$ cat src/rtl/rst_domain_sequencer.sv
// Reset-domain sequencer: waits for PLL lock and DDR calibration, releases
// the domain resets one at a time with a fixed hold between stages, and
// serves masked software reset requests once the system is running. Loss of
// PLL lock at any point drops the system back to full reset.
module rst_domain_sequencer #(
  parameter int NUM_DOMAINS = 4,
  parameter int HOLD_CYCLES = 16,
  parameter int CNT_W       = 8
) (
  input  logic                   wb_clk,
  input  logic                   release_cpu_reset,
  input  logic                   pll_locked,
  input  logic                   ddr_cal_done,
  input  logic                   sw_rst_req,
  input  logic [NUM_DOMAINS-1:0] sw_rst_mask,
  output logic                   sw_rst_ack,
  output logic [NUM_DOMAINS-1:0] dom_rst,
  output logic                   seq_busy,
  output logic [2:0]             seq_state,
  output logic                   lock_fault
);

  // Index needs one code past the last domain so SW_RELEASE can tell
  // "all domains walked" apart from "working on the last domain".
  localparam int IDX_W = $clog2(NUM_DOMAINS + 1);

  localparam logic [CNT_W-1:0] HOLD_LAST = CNT_W'(HOLD_CYCLES - 1);
  localparam logic [IDX_W-1:0] IDX_LAST  = IDX_W'(NUM_DOMAINS - 1);
  localparam logic [IDX_W-1:0] IDX_DONE  = IDX_W'(NUM_DOMAINS);

  typedef enum logic [2:0] {
    ST_WAIT_LOCK  = 3'd0,
    ST_WAIT_CAL   = 3'd1,
    ST_RELEASE    = 3'd2,
    ST_RUN        = 3'd3,
    ST_SW_ASSERT  = 3'd4,
    ST_SW_RELEASE = 3'd5,
    ST_SW_ACK     = 3'd6
  } state_t;

  state_t                 state_q, state_d;
  logic [CNT_W-1:0]       cnt_q, cnt_d;
  logic [IDX_W-1:0]       idx_q, idx_d;
  logic [NUM_DOMAINS-1:0] mask_q, mask_d;
  logic [NUM_DOMAINS-1:0] dom_rst_q, dom_rst_d;
  logic                   ack_q, ack_d;
  logic                   fault_q, fault_d;

  logic lock_meta_q, lock_sync_q;
  logic cal_meta_q, cal_sync_q;

  logic [NUM_DOMAINS-1:0] cur_sel;
  logic                   hold_done;
  logic                   cur_masked;

  // Two-flop synchronizers for the asynchronous PLL lock and DDR cal status.
  // NOTE: synchronizer flops are reset to 0 so a stale "locked" can never
  // leak through the first two cycles after reset release.
  always_ff @(posedge wb_clk or negedge release_cpu_reset) begin
    if (!release_cpu_reset) begin
      lock_meta_q <= 1'b0;
      lock_sync_q <= 1'b0;
      cal_meta_q  <= 1'b0;
      cal_sync_q  <= 1'b0;
    end else begin
      lock_meta_q <= pll_locked;
      lock_sync_q <= lock_meta_q;
      cal_meta_q  <= ddr_cal_done;
      cal_sync_q  <= cal_meta_q;
    end
  end

  // Next-state, counter, index and output computation for the sequencer.
  always_comb begin
    // NOTE: every variable gets a default before the case so no path can
    // leave one unassigned and infer a latch.
    state_d   = state_q;
    cnt_d     = cnt_q;
    idx_d     = idx_q;
    mask_d    = mask_q;
    dom_rst_d = dom_rst_q;
    ack_d     = 1'b0;
    fault_d   = fault_q;

    for (int i = 0; i < NUM_DOMAINS; i++) begin
      cur_sel[i] = (IDX_W'(i) == idx_q);
    end
    hold_done  = (cnt_q == HOLD_LAST);
    cur_masked = |(cur_sel & mask_q);

    case (state_q)
      ST_WAIT_LOCK: begin
        dom_rst_d = '1;
        cnt_d     = '0;
        idx_d     = '0;
        if (lock_sync_q) state_d = ST_WAIT_CAL;
      end

      ST_WAIT_CAL: begin
        dom_rst_d = '1;
        cnt_d     = '0;
        idx_d     = '0;
        if (cal_sync_q) state_d = ST_RELEASE;
      end

      ST_RELEASE: begin
        if (hold_done) begin
          cnt_d     = '0;
          dom_rst_d = dom_rst_q & ~cur_sel;
          idx_d     = idx_q + IDX_W'(1);
          if (idx_q == IDX_LAST) state_d = ST_RUN;
        end else begin
          cnt_d = cnt_q + CNT_W'(1);
        end
      end

      ST_RUN: begin
        dom_rst_d = '0;
        cnt_d     = '0;
        idx_d     = '0;
        if (sw_rst_req) begin
          mask_d    = sw_rst_mask;
          dom_rst_d = sw_rst_mask;
          state_d   = ST_SW_ASSERT;
        end
      end

      ST_SW_ASSERT: begin
        if (hold_done) begin
          cnt_d   = '0;
          idx_d   = '0;
          state_d = ST_SW_RELEASE;
        end else begin
          cnt_d = cnt_q + CNT_W'(1);
        end
      end

      ST_SW_RELEASE: begin
        if (idx_q == IDX_DONE) begin
          state_d = ST_SW_ACK;
          ack_d   = 1'b1;
        end else if (cur_masked) begin
          if (hold_done) begin
            cnt_d     = '0;
            dom_rst_d = dom_rst_q & ~cur_sel;
            idx_d     = idx_q + IDX_W'(1);
          end else begin
            cnt_d = cnt_q + CNT_W'(1);
          end
        end else begin
          // Unmasked domains are skipped in a single cycle.
          idx_d = idx_q + IDX_W'(1);
        end
      end

      ST_SW_ACK: begin
        ack_d = 1'b1;
        if (!sw_rst_req) begin
          state_d = ST_RUN;
          ack_d   = 1'b0;
        end
      end

      default: begin
        state_d   = ST_WAIT_LOCK;
        dom_rst_d = '1;
        cnt_d     = '0;
        idx_d     = '0;
      end
    endcase

    // Lock loss overrides whatever the state logic decided above.
    if (state_q != ST_WAIT_LOCK && !lock_sync_q) begin
      state_d   = ST_WAIT_LOCK;
      dom_rst_d = '1;
      ack_d     = 1'b0;
      fault_d   = 1'b1;
      cnt_d     = '0;
      idx_d     = '0;
    end
  end

  // Sequencer state register; reset forces every domain into reset at once.
  always_ff @(posedge wb_clk or negedge release_cpu_reset) begin
    if (!release_cpu_reset) begin
      state_q   <= ST_WAIT_LOCK;
      cnt_q     <= '0;
      idx_q     <= '0;
      mask_q    <= '0;
      dom_rst_q <= '1;
      ack_q     <= 1'b0;
      fault_q   <= 1'b0;
    end else begin
      // NOTE: non-blocking assignments so every flop samples the values
      // from before this edge, independent of statement order.
      state_q   <= state_d;
      cnt_q     <= cnt_d;
      idx_q     <= idx_d;
      mask_q    <= mask_d;
      dom_rst_q <= dom_rst_d;
      ack_q     <= ack_d;
      fault_q   <= fault_d;
    end
  end

  assign dom_rst    = dom_rst_q;
  assign sw_rst_ack = ack_q;
  assign lock_fault = fault_q;
  assign seq_state  = state_q;
  assign seq_busy   = (state_q != ST_RUN);

endmodule

$ cat config.mk
export PLATFORM = sky130hd
export DESIGN_NAME = rst_domain_sequencer
export DESIGN_NICKNAME = d
export VERILOG_FILES = /design/src/rtl/rst_domain_sequencer.sv
export SDC_FILE = /design/constraint.sdc
export NUM_CORES = 1
export LEC_CHECK = 0
export ABC_AREA = 1
export BUFFER_PORTS_ARGS = -buffer_cell sky130_fd_sc_hd__buf_2
export CAP_MARGIN = 10
export CORE_ASPECT_RATIO = 1.5
export CORE_MARGIN = 8
export CORE_UTILIZATION = 50
export DETAILED_ROUTE_END_ITERATION = 8
export PLACE_DENSITY = 0.81
export SLEW_MARGIN = 20
export SYNTH_ARGS = -nofsm -noshare
export SYNTH_HDL_FRONTEND = slang
export SYNTH_SLANG_ARGS = --single-unit
$ cat constraint.sdc
create_clock -name wb_clk -period 2.34 [get_ports wb_clk]
set_clock_uncertainty 0.1 [all_clocks]
set_input_delay 0.117 -clock wb_clk [delete_from_list [all_inputs] [get_ports wb_clk]]
set_output_delay 0.117 -clock wb_clk [all_outputs]
set_load 0.01 [all_outputs]
==> run metrics, run 1 <==
clk sinks=28; post-CTS setup buffers=0; first-pass GRT wire length=7070 um; setup_tns=0 ps; commonest cells in the netlist=nand2_1 (77), nand3_1 (29), dfrtp_1 (24); layout cells sized above 1=18.8%; Worst-path clk slew=100 ps; Post-Route Utilization=58.5%; H-tree depth=1; top post-synthesis cells by area=dfrtp_1 (35%), nand2_1 (17%), nand3_1 (8.4%), dfstp_2 (6.1%), nand4_1 (4.7%); routability cong.=0.826; die area=5650 sq um; drt wl/cell=12.9 um; CTS tree=done; Yosys reg bits=28; routed via count=1635; sequential area share after synthesis=40.6%; antenna cells=0; CP Launch Type=register; Synth Instances=236; Rel. slew slack=58.4%; clk root buf=clkbuf_8; worst hold start=sw_rst_req; max_cap viols=0; WHS Path Cells=3; R2R setup slack=370 ps; TritonCTS Buffers=3; Area Overhead vs Synth=13.9%; die span in y=88.2 um; top cell type's share of synthesized area=34.6%; Layout Nets=277; CP Data Required Time=2410 ps; Ys Warns=0; die width=64.1 um; Post-synth ARST share=100%; CTS Buffer Depth=2; status=finished, final reports clean; r2r startpoint=idx_q[1]; HP Class=primary input to register; # IOs=19; vias in the first global route=1639; f_max=0.508 GHz; PostCTS Resize Cnt=0; clk_lat worst skew=280 ps; DRT Wirelength=3910 um; Leak Pwr=1.00 nW; most common cell in the netlist=nand2_1; peak supply drop=0.728 mV; endpoints failing hold=0; top_reg_cell synth=dfrtp_1; CP Data Arrival Time=2040 ps; CP endpoint kind=register; FF-to-FF path depth=10; cell area after synthesis=1740 sq um; fin. max-slew vios=0; EDFF count, synth=0; synth unique cells=24; Final Power=1.81 mW; min Tclk post-route=1970 ps; power density over cell area=916 nW/um^2; initial core utilization=51.3%; worst-margin pin slew=624 ps; Synthesized Nets=251; unrepaired setup endpoints after global routing=no; period utilisation layout=84.2%; initial antenna violation count=0; GRT Util Overall=15.3%; Reg-to-Reg End=cnt_q[3]; final setup vio count=0; Mapped Avg Cell Area=7.36 sq um; FP Rows=26; vias per cell=5.40; first drt pass iteration count=4; Iter 0 DRT Violations=118; kind of critical path=register to register; Detail Placement HPWL=2870 um; Crit Path Max Fanout=14; I/O Buffers=18; Core Region=3380 sq um; largest net degree at the start of global routing=29; DRC=0; global route overflow=0; most area-hungry cell type in the Yosys netlist=dfrtp_1; final antenna-violating net count=0; worst hold endpoint=sw_rst_ack
-- kinds of logic after synthesis --
logic type	count (synthesis)	share of synthesized area (%)
AND/OR/NAND/NOR	153	41.2
buffers and inverters	29	7.85
flip-flops	28	40.6
AO/OA/AOI/OAI	20	5.98
adder cells (fa/ha/maj)	6	4.32
-- critical path, cell delays in order (launching register included) --
cell	delay [ps]
dfrtp_1	450
ha_1	210
ha_1	200
nand2_1	60
nand2_1	60
nor2_2	170
nand3_1	130
nand2_2	230
inv_1	100
nand2_1	70
o21ai_0	70
-- sequential cells by signal (all words and copies together) (netlist names) --
signal	count
cal_meta_q	1
cal_sync_q	1
cnt_q	8
dom_rst	4
idx_q	3
lock_fault	1
lock_meta_q	1
lock_sync_q	1
mask_q	4
seq_state	3
sw_rst_ack	1
-- worst max path at each step --
stage          startpoint       end
6_report         idx_q[1]  cnt_q[3]
5_1_grt          cnt_q[0]  idx_q[0]
4_1_cts          cnt_q[0]  idx_q[0]
3_3_place_gp     idx_q[1]  cnt_q[3]
3_5_place_dp     cnt_q[0]  idx_q[0]
2_1_floorplan    idx_q[0]  idx_q[2]
-- layout by cell type, fill, tap and decap left out, drive strengths merged --
| cell | instances |
|---|---|
| nor2 | 17 |
| dfstp | 4 |
| nor3 | 3 |
| bufinv | 1 |
| dlygate4sd3 | 7 |
| inv | 25 |
| o21ai | 18 |
| nand2 | 83 |
| clkbuf | 3 |
| dfrtp | 24 |
| or2 | 4 |
| ha | 6 |
| nand3 | 32 |
| nand4 | 13 |
| buf | 18 |
| a21oi | 2 |
| and2 | 1 |
-- power breakdown --
part	switching (mW)	internal [mW]	total, mW	leakage, nW
Combinational	0.478	0.249	0.727	0.610
Clock	0.158	0.230	0.387	0.0357
Sequential	0.102	0.596	0.698	0.354
-- layer usage --
metal | GRT usage, % | share of wire (%) | vias to the layer above
met4 | 5.58 | 2.3 | 0
met3 | 3.33 | 4.7 | 9
met1 | 16.6 | 41 | 775
met2 | 28.3 | 52 | 33
met5 | 0 | 0 | -
li1 | - | - | 818
-- cell type report --
| cell class | instances | area, sq um |
|---|---|---|
| Multi-Input combinational cell | 179 | 895 |
| Clock buffer | 3 | 41.3 |
| Sequential cell | 28 | 706 |
| Inverter | 25 | 93.8 |
| Clock inverter | 1 | 30.0 |
| Tap cell | 42 | 52.6 |
| Timing Repair Buffer | 25 | 160 |
| Fill cell | 313 | 1410 |
-- per-stage QoR --
| stage | cell area [sq um] | hold WS [ps] | std cells | worst slack, ps |
|---|---|---|---|---|
| 6_report | 1980 | 51.0 | 303 | 371 |
| 5_1_grt | 1980 | 77.2 | 303 | 203 |
| 4_1_cts | 1980 | 45.3 | 303 | 377 |
| 3_5_place_dp | 1840 | 72.6 | 292 | 411 |
| 3_3_place_gp | 1840 | 61.7 | 292 | 425 |
| 2_1_floorplan | 1740 | -279 | 236 | 685 |
-- what timing repair did --
item                                    in CTS  in global routing
hold buffers                                 7                  0
endpoints found under the setup margin       0                  0
endpoints found under the hold margin       30                  0
Power figures use the tool's default switching activity.
==> run 2: changes to the inputs <==
--- a/config.mk
+++ b/config.mk
@@ -12,7 +12,7 @@
 export CORE_MARGIN = 8
 export CORE_UTILIZATION = 50
 export DETAILED_ROUTE_END_ITERATION = 8
-export PLACE_DENSITY = 0.81
+export PLACE_DENSITY = 0.83
 export SLEW_MARGIN = 20
 export SYNTH_ARGS = -nofsm -noshare
 export SYNTH_HDL_FRONTEND = slang
==> constraint.sdc (replaced) <==
create_clock -name wb_clk -period 1.8 [get_ports wb_clk]
set_clock_uncertainty 0.1 [all_clocks]
set_input_delay 0.09 -clock wb_clk [delete_from_list [all_inputs] [get_ports wb_clk]]
set_output_delay 0.09 -clock wb_clk [all_outputs]
set_load 0.01 [all_outputs]
==> run metrics, run 2 (synthesized netlist as in run 1, its figures left out) <==
status=finished, final reports clean; largest net degree at the start of global routing=29 (unchanged); Rel. slew slack=59.3% (+0.88 points); H-tree depth=1 (unchanged); worst hold start=sw_rst_req; CP endpoint kind=register; Leak Pwr=1.05 nW (+5.3%); drt wl/cell=13.2 um (+2.2%); FF-to-FF path depth=10 (unchanged); initial antenna violation count=0 (unchanged); final hold slack=50.4 ps (-0.535 ps); CTS Buffer Depth=2 (unchanged); CTS tree=done; Area Overhead vs Synth=21.5%; I/O Buffers=18 (unchanged); R2R setup slack=40 ps (-330 ps); global route overflow=0 (unchanged); Crit Path Max Fanout=7 (-7); unrepaired setup endpoints after global routing=yes; Fillers=289 (-7.7%); most frequent cells in the layout=nand2_1 (72), nand3_1 (27), dfrtp_1 (24); CP Launch Type=register; power density over cell area=1110 nW/um^2 (+21%); Reg-to-Reg End=cnt_q[6]; fin. max-slew vios=0 (unchanged); routed via count=1680 (+2.8%); die area=5650 sq um (unchanged); die span in y=88.2 um (unchanged); vias per cell=5.35 (-0.85%); most flop-heavy register=cnt_q; CP Capture Point=cnt_q[6]; peak supply drop=1.00 mV (+38%); max FFs per register=8 (unchanged); max_cap viols=0 (unchanged); die width=64.1 um (unchanged); clk root buf=clkbuf_8; r2r startpoint=idx_q[1]; clk sinks=28 (unchanged); GRT Util Overall=14.8% (-0.55 points); initial core utilization=51.3% (unchanged); CP Data Required Time=1910 ps (-500 ps); HP Class=primary input to register; CP Data Arrival Time=1860 ps (-180 ps); period utilisation layout=97.5% (+13 points); final antenna-violating net count=0 (unchanged); min Tclk post-route=1760 ps (-214 ps); routability cong.=0.863 (+4.5%); Final Power=2.35 mW (+29%); DRT Wirelength=4140 um (+5.9%); layout cells sized above 1=27.9% (+9.2 points); final setup vio count=0 (unchanged); endpoints failing hold=0 (unchanged); area of the multi-input gates=952 sq um (+6.4%); antenna cells=0 (unchanged); clk_lat worst skew=280 ps (about the same); TritonCTS Buffers=3 (unchanged); FP Rows=26 (unchanged); vias in the first global route=1675 (+2.2%); # IOs=19 (unchanged); Detail Placement HPWL=2970 um (+3.4%); worst-margin pin slew=610 ps (-13.2 ps); first-pass GRT wire length=6820 um (-3.6%); Layout Nets=288 (+4.0%); Iter 0 DRT Violations=80 (-32%); register area=706 sq um (unchanged); Worst-path clk slew=90 ps (about the same); first drt pass iteration count=4 (unchanged); Critical Path Start=idx_q[1]; Core Region=3380 sq um (unchanged); DRC=0 (unchanged); setup_tns=0 ps (unchanged); f_max=0.570 GHz (+12%); most common cell after layout, fill and taps aside=nand2_1; kind of critical path=register to register
run 2: cell count changes in the layout (fill, tap and decap cells not counted), moves of 4 or more:
cell,change
nand2_2,+5
ha_1,-5
buf_4,+9
ha_2,+4
o21ai_0,-4
o21ai_1,+4
nand2_1,-5
run 2: cell type report:
cell class	instances	share of cell area (%)
timing repair buffer	36	11.9
clock buffer	4	2.61
sequential	28	33.5
multi-input combinational	179	45.1
tap	42	2.49
inverter	25	4.45
run 2: worst min-delay path by stage:
stage / end / slack (ps) / depth (start not counted)
after CTS: sw_rst_ack / 40 / 3
after global routing: sw_rst_ack / 50 / 3
final: sw_rst_ack / 50 / 3
after global placement: cnt_q[2] / 40 / 1
after floorplan: cal_meta_q / -310 / 0
after detailed placement: cnt_q[2] / 50 / 1
run 2: critical path, stage by stage, from the launching register on:
cell and delay, ps:
dfrtp_1 430, ha_2 230, ha_4 170, nand2_2 70, nand2_2 60, nor2_4 140
nand3_2 110, nand2_2 130, buf_6 130, nand2_1 50, o21ai_1 70
run 2: stage by stage:
stage	std cells	setup slack [ps]	utilization (%)	instance area (sq um)
2_1_floorplan	236	145	-	1740
3_3_place_gp	300	56.2	56.1	1900
3_5_place_dp	300	-15.9	56.1	1900
4_1_cts	311	0.433	60.1	2030
5_1_grt	314	-74.7	62.4	2110
6_report	314	44.8	62.4	2110
run 2: power breakdown:
group	internal [mW]	total [mW]	switching (mW)	leakage [nW]
sequential	0.776	0.888	0.112	0.354
combinational	0.385	1.07	0.685	0.670
clock	0.196	0.388	0.192	0.0288
total	1.36	2.35	0.989	1.05
run 2: timing repair:
action / in CTS / in global routing
buffers inserted: 0 / 3
hold buffers: 7 / 0
pin swaps: 0 / 6
setup endpoints to repair: 9 / 17
gates resized for setup: 3 / 21
endpoints found under the hold margin: 30 / 0
run 2: layer usage:
metal / vias to the layer above / GRT usage [%] / wire length, um
li1: 842 / - / -
met1: 768 / 14.5 / 1650
met2: 55 / 28.8 / 2180
met3: 15 / 2.69 / 190
met4: 0 / 6.77 / 122
met5: - / 0 / 0
==> run 3: changes to the inputs <==
--- a/config.mk
+++ b/config.mk
@@ -8,11 +8,13 @@
 export ABC_AREA = 1
 export BUFFER_PORTS_ARGS = -buffer_cell sky130_fd_sc_hd__buf_2
 export CAP_MARGIN = 10
+export CELL_PAD_IN_SITES_DETAIL_PLACEMENT = 0
+export CELL_PAD_IN_SITES_GLOBAL_PLACEMENT = 2
 export CORE_ASPECT_RATIO = 1.5
 export CORE_MARGIN = 8
-export CORE_UTILIZATION = 50
+export CORE_UTILIZATION = 30
 export DETAILED_ROUTE_END_ITERATION = 8
-export PLACE_DENSITY = 0.83
+export PLACE_DENSITY = 0.86
 export SLEW_MARGIN = 20
 export SYNTH_ARGS = -nofsm -noshare
 export SYNTH_HDL_FRONTEND = slang
==> run metrics, run 3 (synthesized netlist as in run 1, its figures left out) <==
DRC=0 (unchanged); wire length on met3=114 um (-40%); power density over cell area=1150 nW/um^2 (+3.8%); first drt pass iteration count=4 (unchanged); Core Region=5700 sq um (+68%); TritonCTS Buffers=3 (unchanged); FF-to-FF path depth=10 (unchanged); Iter 0 DRT Violations=45 (-44%); max_cap viols=0 (unchanged); final antenna-violating net count=0 (unchanged); met2 routed WL=2620 um (+20%); Detail Placement HPWL=3620 um (+22%); Crit Path Max Fanout=4 (-3); drt wl/cell=13.2 um (about the same); routability cong.=0.793 (-8.1%); DRT Wirelength=4610 um (+11%); vias in the first global route=1655 (-1.2%); register area=706 sq um (unchanged); most common cell after layout, fill and taps aside=nand2_1; initial core utilization=30.5% (-21 points); largest net degree at the start of global routing=29 (unchanged); CP Launch Type=register; I/O Buffers=18 (unchanged); clk sinks=28 (unchanged); max FFs per register=8 (unchanged); placed inst area=2010 sq um (+5.8%); CTS tree=done; routed via count=1669 (-0.65%); detailed-route wire length on metal 1=1790 um (+8.2%); CTS Buffer Depth=2 (unchanged); Leak Pwr=1.09 nW (+3.6%); # IOs=19 (unchanged); global route overflow=0 (unchanged); Fillers=644 (+120%); area of the multi-input gates=947 sq um (-0.53%); CP Data Arrival Time=1850 ps (about the same); status=finished, final reports clean; H-tree depth=1 (unchanged); min Tclk post-route=1720 ps (-35.0 ps); Max Used Layer=met4; clk root buf=clkbuf_8; FP Rows=34 (+31%); layout cells sized above 1=29.1% (+1.2 points); die width=78.1 um (+22%); HP Class=primary input to register; antenna cells=0 (unchanged); WHS Path Cells=3 (unchanged); most flop-heavy register=cnt_q; endpoints failing hold=0 (unchanged); Inst Count DP=338 (+13%); CP endpoint kind=register; worst-margin pin slew=638 ps (+28.0 ps); fin. max-slew vios=0 (unchanged); clk_lat worst skew=280 ps (about the same); die area=8530 sq um (+51%); Post-Route Utilization=38.7% (-24 points); initial antenna violation count=0 (unchanged); most frequent cells in the layout=nand2_1 (70), nand3_1 (27), dfrtp_1 (24); Rel. slew slack=57.4% (-1.9 points); CP Data Required Time=1930 ps (+20 ps); Area Overhead vs Synth=27.2%; fin area=2210 sq um (+4.7%); Finished Layout Cells=350 (+11%); first-pass GRT wire length=7510 um (+10%); Worst-path clk slew=110 ps (+20 ps); GRT Util Overall=10.8% (-3.9 points); peak supply drop=0.553 mV (-45%); die span in y=109 um (+24%); kind of critical path=register to register; period utilisation layout=95.6% (-1.9 points); vias per cell=4.77 (-11%); f_max=0.581 GHz (+2.0%); final setup vio count=0 (unchanged); final hold slack=10.6 ps (-39.8 ps); Layout Nets=294 (+2.1%)
[run 3: cell count changes in the layout (fill, tap and decap cells not counted), sizes merged]
cell	delta
buf	+6
bufinv	+1
clkbuf	-1
[run 3: worst paths after layout]
path / to / start / slack, ps
setup / recovery: idx_q[2] / idx_q[1] / 80
min in group asynchronous: cnt_q[6] / release_cpu_reset / 250
hold reg to reg: lock_sync_q / lock_meta_q / 260
max in group asynchronous: cnt_q[0] / release_cpu_reset / 940
hold / removal: sw_rst_ack / sw_rst_req / 10
setup reg to reg: idx_q[2] / idx_q[1] / 80
[run 3: critical path: stages, from the launching register on]
cell	delay (ps)
dfrtp_1	430
ha_2	190
ha_2	170
nand2_2	60
nand2_2	70
nor2_4	160
nand2_2	60
or2_2	260
nand2_1	70
nand2_1	40
nand2_1	50
[run 3: per-stage QoR]
step	worst slack [ps]	setup TNS, ps	total power [mW]
2_1_floorplan	145	0	1.65
3_3_place_gp	35.9	0	2.01
3_5_place_dp	14.3	0	2.01
4_1_cts	7.22	0	2.54
5_1_grt	-14.2	-50.3	2.73
6_report	79.8	0	2.55
[run 3: what timing repair did]
| item | in CTS | in global routing |
|---|---|---|
| endpoints found under the setup margin | 4 | 18 |
| pin swaps | 1 | 2 |
| hold endpoints to repair | 30 | 0 |
| buffers inserted | 1 | 0 |
| hold buffers | 7 | 0 |
| gates resized for setup | 1 | 19 |
[run 3: area by class of cell]
class,instances,share of cell area (%)
multi-input combinational,179,42.9
inverter,25,4.25
timing repair buffer,42,13.6
tap,72,4.08
clock buffer,3,1.87
clock inverter,1,1.36
sequential,28,32.0
[run 3: report_power, final]
part / switching, mW / internal [mW] / total (mW)
registers: 0.112 / 0.776 / 0.887
logic: 0.716 / 0.427 / 1.14
clock network: 0.220 / 0.298 / 0.519
total: 1.05 / 1.50 / 2.55
[run 3: metal layers]
layer	vias up	GRT usage, %
met5	-	0
met4	0	3.99
met3	6	1.98
li1	851	-
met1	789	10.8
met2	23	21.4
